$ cat config.mk
export PLATFORM = sky130hd
export DESIGN_NAME = staggered_sub
export DESIGN_NICKNAME = d
export VERILOG_FILES = /design/src/rtl/staggered_sub.sv
export SDC_FILE = /design/constraint.sdc
export NUM_CORES = 1
export LEC_CHECK = 0
export ABC_AREA = 1
export CAP_MARGIN = 25
export CORE_MARGIN = 2
export CORE_UTILIZATION = 55
export DETAILED_ROUTE_END_ITERATION = 16
export GPL_ROUTABILITY_DRIVEN = 1
export PLACE_DENSITY = 0.84
export SKIP_LAST_GASP = 1
export SYNTH_ARGS = -nofsm -noshare
export SYNTH_HDL_FRONTEND = slang
export SYNTH_SLANG_ARGS = --single-unit
$ cat constraint.sdc
create_clock -name clk -period 2.2 [get_ports clk]
set_input_delay 0.44 -clock clk [delete_from_list [all_inputs] [get_ports clk]]
set_output_delay 0.44 -clock clk [all_outputs]
set_load 0.05 [all_outputs]
$ cat src/rtl/staggered_sub.sv
// staggered_sub: four-stage pipelined subtractor, D = A - B - Bin.
// The LSB half is subtracted in EX1. The MSB half is subtracted in EX2,
// using the LSB borrow registered between the two stages, so the carry chain
// never spans a full word in one cycle. Valid tracking, a global hold and
// compare flags are registered in WB.
//
// Ports:
//   clk        rising-edge clock
//   reset      synchronous active-high reset (wins over hold)
//   hold       freezes every pipeline register, outputs included
//   valid_in   A/B/Bin carry a real operation this cycle
//   A, B, Bin  minuend, subtrahend, borrow-in
//   D          difference modulo 2^width
//   Bout       borrow-out (A < B + Bin, unsigned)
//   V          two's-complement overflow of A - B - Bin
//   Z          D == 0
//   valid_out  D/Bout/V/Z hold a real result
module staggered_sub #(
  parameter int unsigned width = 16
) (
  input  logic             clk,
  input  logic             reset,
  input  logic             hold,
  input  logic             valid_in,
  input  logic [width-1:0] A,
  input  logic [width-1:0] B,
  input  logic             Bin,
  output logic [width-1:0] D,
  output logic             Bout,
  output logic             V,
  output logic             Z,
  output logic             valid_out
);

  localparam int unsigned half = width / 2;

  // DF stage
  logic [half-1:0]  df_a_lo_q, df_a_hi_q, df_b_lo_q, df_b_hi_q;
  logic             df_bin_q, df_vld_q;

  // EX1 stage
  logic [half-1:0]  ex1_dl_q, ex1_a_hi_q, ex1_b_hi_q;
  logic             ex1_bl_q, ex1_vld_q, ex1_as_q, ex1_bs_q;

  // EX2 stage
  logic [width-1:0] ex2_diff_q;
  logic             ex2_bm_q, ex2_vld_q, ex2_as_q, ex2_bs_q;

  // WB stage
  logic [width-1:0] wb_d_q;
  logic             wb_bout_q, wb_v_q, wb_z_q, wb_vld_q;

  // Half-width subtractions; the extra top bit is the borrow-out.
  logic [half:0]    ex1_sub_d, ex2_sub_d;
  logic             wb_v_d, wb_z_d;

  always_comb begin
    ex1_sub_d = {1'b0, df_a_lo_q} - {1'b0, df_b_lo_q} - {{half{1'b0}}, df_bin_q};
    ex2_sub_d = {1'b0, ex1_a_hi_q} - {1'b0, ex1_b_hi_q} - {{half{1'b0}}, ex1_bl_q};
    // Overflow only possible when operand signs differ; Bin is already
    // folded into the full difference.
    wb_v_d    = (ex2_as_q != ex2_bs_q) && (ex2_diff_q[width-1] != ex2_as_q);
    wb_z_d    = (ex2_diff_q == '0);
  end

  always_ff @(posedge clk) begin
    if (reset) begin
      df_a_lo_q  <= '0;
      df_a_hi_q  <= '0;
      df_b_lo_q  <= '0;
      df_b_hi_q  <= '0;
      df_bin_q   <= 1'b0;
      df_vld_q   <= 1'b0;
      ex1_dl_q   <= '0;
      ex1_a_hi_q <= '0;
      ex1_b_hi_q <= '0;
      ex1_bl_q   <= 1'b0;
      ex1_vld_q  <= 1'b0;
      ex1_as_q   <= 1'b0;
      ex1_bs_q   <= 1'b0;
      ex2_diff_q <= '0;
      ex2_bm_q   <= 1'b0;
      ex2_vld_q  <= 1'b0;
      ex2_as_q   <= 1'b0;
      ex2_bs_q   <= 1'b0;
      wb_d_q     <= '0;
      wb_bout_q  <= 1'b0;
      wb_v_q     <= 1'b0;
      wb_z_q     <= 1'b0;
      wb_vld_q   <= 1'b0;
    end else if (!hold) begin
      // DF
      df_a_lo_q  <= A[half-1:0];
      df_a_hi_q  <= A[width-1:half];
      df_b_lo_q  <= B[half-1:0];
      df_b_hi_q  <= B[width-1:half];
      df_bin_q   <= Bin;
      df_vld_q   <= valid_in;
      // EX1
      ex1_dl_q   <= ex1_sub_d[half-1:0];
      ex1_bl_q   <= ex1_sub_d[half];
      ex1_a_hi_q <= df_a_hi_q;
      ex1_b_hi_q <= df_b_hi_q;
      ex1_as_q   <= df_a_hi_q[half-1];
      ex1_bs_q   <= df_b_hi_q[half-1];
      ex1_vld_q  <= df_vld_q;
      // EX2
      ex2_diff_q <= {ex2_sub_d[half-1:0], ex1_dl_q};
      ex2_bm_q   <= ex2_sub_d[half];
      ex2_as_q   <= ex1_as_q;
      ex2_bs_q   <= ex1_bs_q;
      ex2_vld_q  <= ex1_vld_q;
      // WB
      wb_d_q     <= ex2_diff_q;
      wb_bout_q  <= ex2_bm_q;
      wb_v_q     <= wb_v_d;
      wb_z_q     <= wb_z_d;
      wb_vld_q   <= ex2_vld_q;
    end
  end

  assign D         = wb_d_q;
  assign Bout      = wb_bout_q;
  assign V         = wb_v_q;
  assign Z         = wb_z_q;
  assign valid_out = wb_vld_q;

endmodule

==> metrics.cfg <==
[outcome]
status=complete, no violations

[die]
floorplan.initialDensity_pct=56.0
io_pins=57
core_region_area_um2=8090
die_area_um2=8970
die_width_um=94.7
die-height_um=94.7
fp-row-count=33

[route]
drt_pre_antenna_iters=4
dr_total_vias=3833
route.detailed.wl_per_inst_um=11.6
drt-vias-per-instance=5.02
drt_first_iter_violations=207
drt_wl_total_um=8890
drc_errors=0
final_ant_viol_nets=0

[synthesis]
synth.yosys.warnings=0
synth_seq_area_share_pct=44.2
synthDominantAreaCellType=dfxtp_1
yosysUniqueCellTypes=25
synth_async_sr_flop_share_pct=0
synth_top_area_share_pct=44.2
synth_edf_count=0
synth.cell_area_um2=4530
synthTopCellsByCount=nor2_1 (108), dfxtp_1 (100), inv_1 (100), o21ai_0 (79), nand2_1 (61)
synth_most_common_cell=nor2_1
post_synth_inst_count=612
yosys_register_bits=100
synthFlopType=dfxtp_1
synth.area.top_cells=dfxtp_1 (44%), nor2_1 (9.0%), o21ai_0 (8.7%)
mappedNetlistNets=679
post_synth.cell_area_avg_um2=7.40

[global_routing]
grt.total_usage_pct=21.8
antenna_found_initial=0
via_count_of_the_first_global_routing_pass=3663
overflow=0
grt_first_pass_wirelength_um=15400
grt_start_max_net_pins=59

[critical_path]
cp-end-kind=output port
critical_path_depth=1
cp.buffers_inverters=1
critical_path.startpoint=V$_SDFFE_PP0N_
worst-path-max-fanout=2
max_stage_delay_ns=0.81
worst_reg2reg_path_depth=11
crit_end=V
timing.setup.critical_path_class=reg2out
regToRegStartpoint=df_a_lo_q[0]$_SDFFE_PP0N_
r2r-end=ex1_dl_q[7]$_SDFFE_PP0N_
rrSetupSlack_ns=0.31
cp-start-kind=register
worst_ep_required_time_ns=1.76
crit_arrival_ns=1.53
crit_family=buffers and inverters
crit_path_cell_trace=clkdlybuf4s50_1
critPathSlowestCell=clkdlybuf4s50_1

[sta]
report.final.setup_viol=0
timing_worst_slew_pin_value_ns=0.494
layout_min_cycle_time_ns=1.97
finalCritPeriodShare_pct=89.6
grt_setup_unrepaired=no
tns_ns=0
drv_slew=0
slew_headroom_pct=66.9
finClkSkew_ns=0.00521
max_freq_mhz=507
finalHoldWorstSlack_ns=0.468
finalHoldViolations=0

[finish]
layout-area-overhead-vs-synth_pct=17.8
postLayoutCellArea_um2=5340
antenna_cells_inserted=0
layout.cells.non_filler=764
post_route_cells_drive_above_1_share_pct=4.86
nets=721

[place]
dpl_cell_area_um2=5130
port_buffers=56
hpwl_um=6300
placed_cells=748
gp_routability_congestion=0.899

[clock_network]
htreeDepth=3
root_buffer=clkbuf_8
tritoncts=done
number_of_buffers_created_by_cts=9
post_cts_resize_count=0
clk-insertion-delay-late_ns=0.36
clock_sinks=100
postCtsHoldBufs=0
clk_path_buf_depth=2
clk_transition_reported_paths_ns=0.09
post_cts.repair.setup_buffers=0

[power_and_ir_drop]
max-vdd-ir-drop_mv=0.462
leakagePower_nw=2.51
cellPowerDensity_nw_per_um2=775
total_power_mw=4.13

[worst_hold_path]
type_of_the_most_critical_hold_path=reg2reg

[job]
cap_violations=0

==> final cells by class <==
type	count	area [um2]
Fill cell	730	2760
Sequential cell	100	2000
Multi-Input combinational cell	378	1980
Timing Repair Buffer	63	633
Inverter	102	383
Clock buffer	11	151
Tap cell	105	131
Clock inverter	5	50.0
==> state kept, by name, summed over array words and instances, names as in the netlist, 8 cells and up <==
name        cells
ex1_a_hi_q      8
ex1_dl_q        8
ex2_diff_q     16
df_a_hi_q       8
df_b_hi_q       8
D              16
df_a_lo_q       8
df_b_lo_q       8
ex1_b_hi_q      8
==> kinds of logic (layout without fill, tap and decap cells) <==
logic type | after synthesis | in the layout | share of synthesized area (%)
AOI/OAI and AO/OA | 148 | 148 | 16.5
xor gates and xnor gates | 5 | 5 | 0.967
adders and majority gates | 30 | 30 | 8.95
buffers and inverters | 134 | 181 | 12.0
DFF | 100 | 100 | 44.2
and+or+nand+nor | 195 | 195 | 17.4
==> stage by stage <==
stage          worst slack, ns  utilization, %
2_1_floorplan            0.480               -
3_3_place_gp             0.425            63.4
3_5_place_dp             0.326            63.4
4_1_cts                  0.203            65.9
5_1_grt                  0.127            65.9
6_report                 0.229            65.9
==> layer usage <==
metal  track usage, %  up-vias  share of wire (%)
li1                 -     1999                  -
met1             26.2     1715                 46
met2             36.7      100                 47
met3             5.35       19                4.6
met4             10.4        0                2.1
met5                0        -                  0
==> cells in the final DEF, fill, tap and decap left out <==
master | synthesis | routed
nor3_2 | 1 | 1
nand2_1 | 61 | 61
nor2_4 | 1 | 1
nor3_1 | 1 | 1
a21oi_2 | 1 | 1
clkdlybuf4s50_1 | 0 | 55
inv_2 | 2 | 2
nand3_2 | 1 | 1
xor2_1 | 5 | 5
dfxtp_1 | 100 | 100
or2_2 | 2 | 2
nand4_1 | 4 | 4
clkbuf_8 | 0 | 11
buf_12 | 0 | 2
inv_1 | 100 | 100
a31oi_1 | 2 | 2
nor2_1 | 108 | 108
nand3_1 | 16 | 16
o21ai_1 | 15 | 15
a21oi_1 | 51 | 51
ha_1 | 26 | 26
buf_4 | 2 | 5
clkinv_2 | 0 | 4
o21ai_0 | 79 | 79
bufinv_16 | 0 | 1
buf_2 | 13 | 1
fa_1 | 4 | 4
==> where the power goes <==
| group | switching [mW] | total (mW) | internal, mW |
|---|---|---|---|
| clock | 0.596 | 1.18 | 0.580 |
| sequential | 0.0709 | 2.02 | 1.95 |
| combinational | 0.567 | 0.933 | 0.366 |
==> how the worst min path moves through the flow <==
stage / startpoint / endpoint / slack [ns] / cells after the start
6_report: df_a_lo_q[7]$_SDFFE_PP0N_ / df_a_lo_q[7]$_SDFFE_PP0N_ / 0.47 / 2
5_1_grt: hold / df_a_lo_q[0]$_SDFFE_PP0N_ / 0.47 / 3
4_1_cts: hold / D[15]$_SDFFE_PP0N_ / 0.46 / 3
3_5_place_dp: ex1_a_hi_q[4]$_SDFFE_PP0N_ / ex1_a_hi_q[4]$_SDFFE_PP0N_ / 0.45 / 2
3_3_place_gp: ex1_a_hi_q[3]$_SDFFE_PP0N_ / ex1_a_hi_q[3]$_SDFFE_PP0N_ / 0.45 / 2
2_1_floorplan: df_a_lo_q[7]$_SDFFE_PP0N_ / df_a_lo_q[7]$_SDFFE_PP0N_ / 0.44 / 2
(Power assumes the default switching activity.)
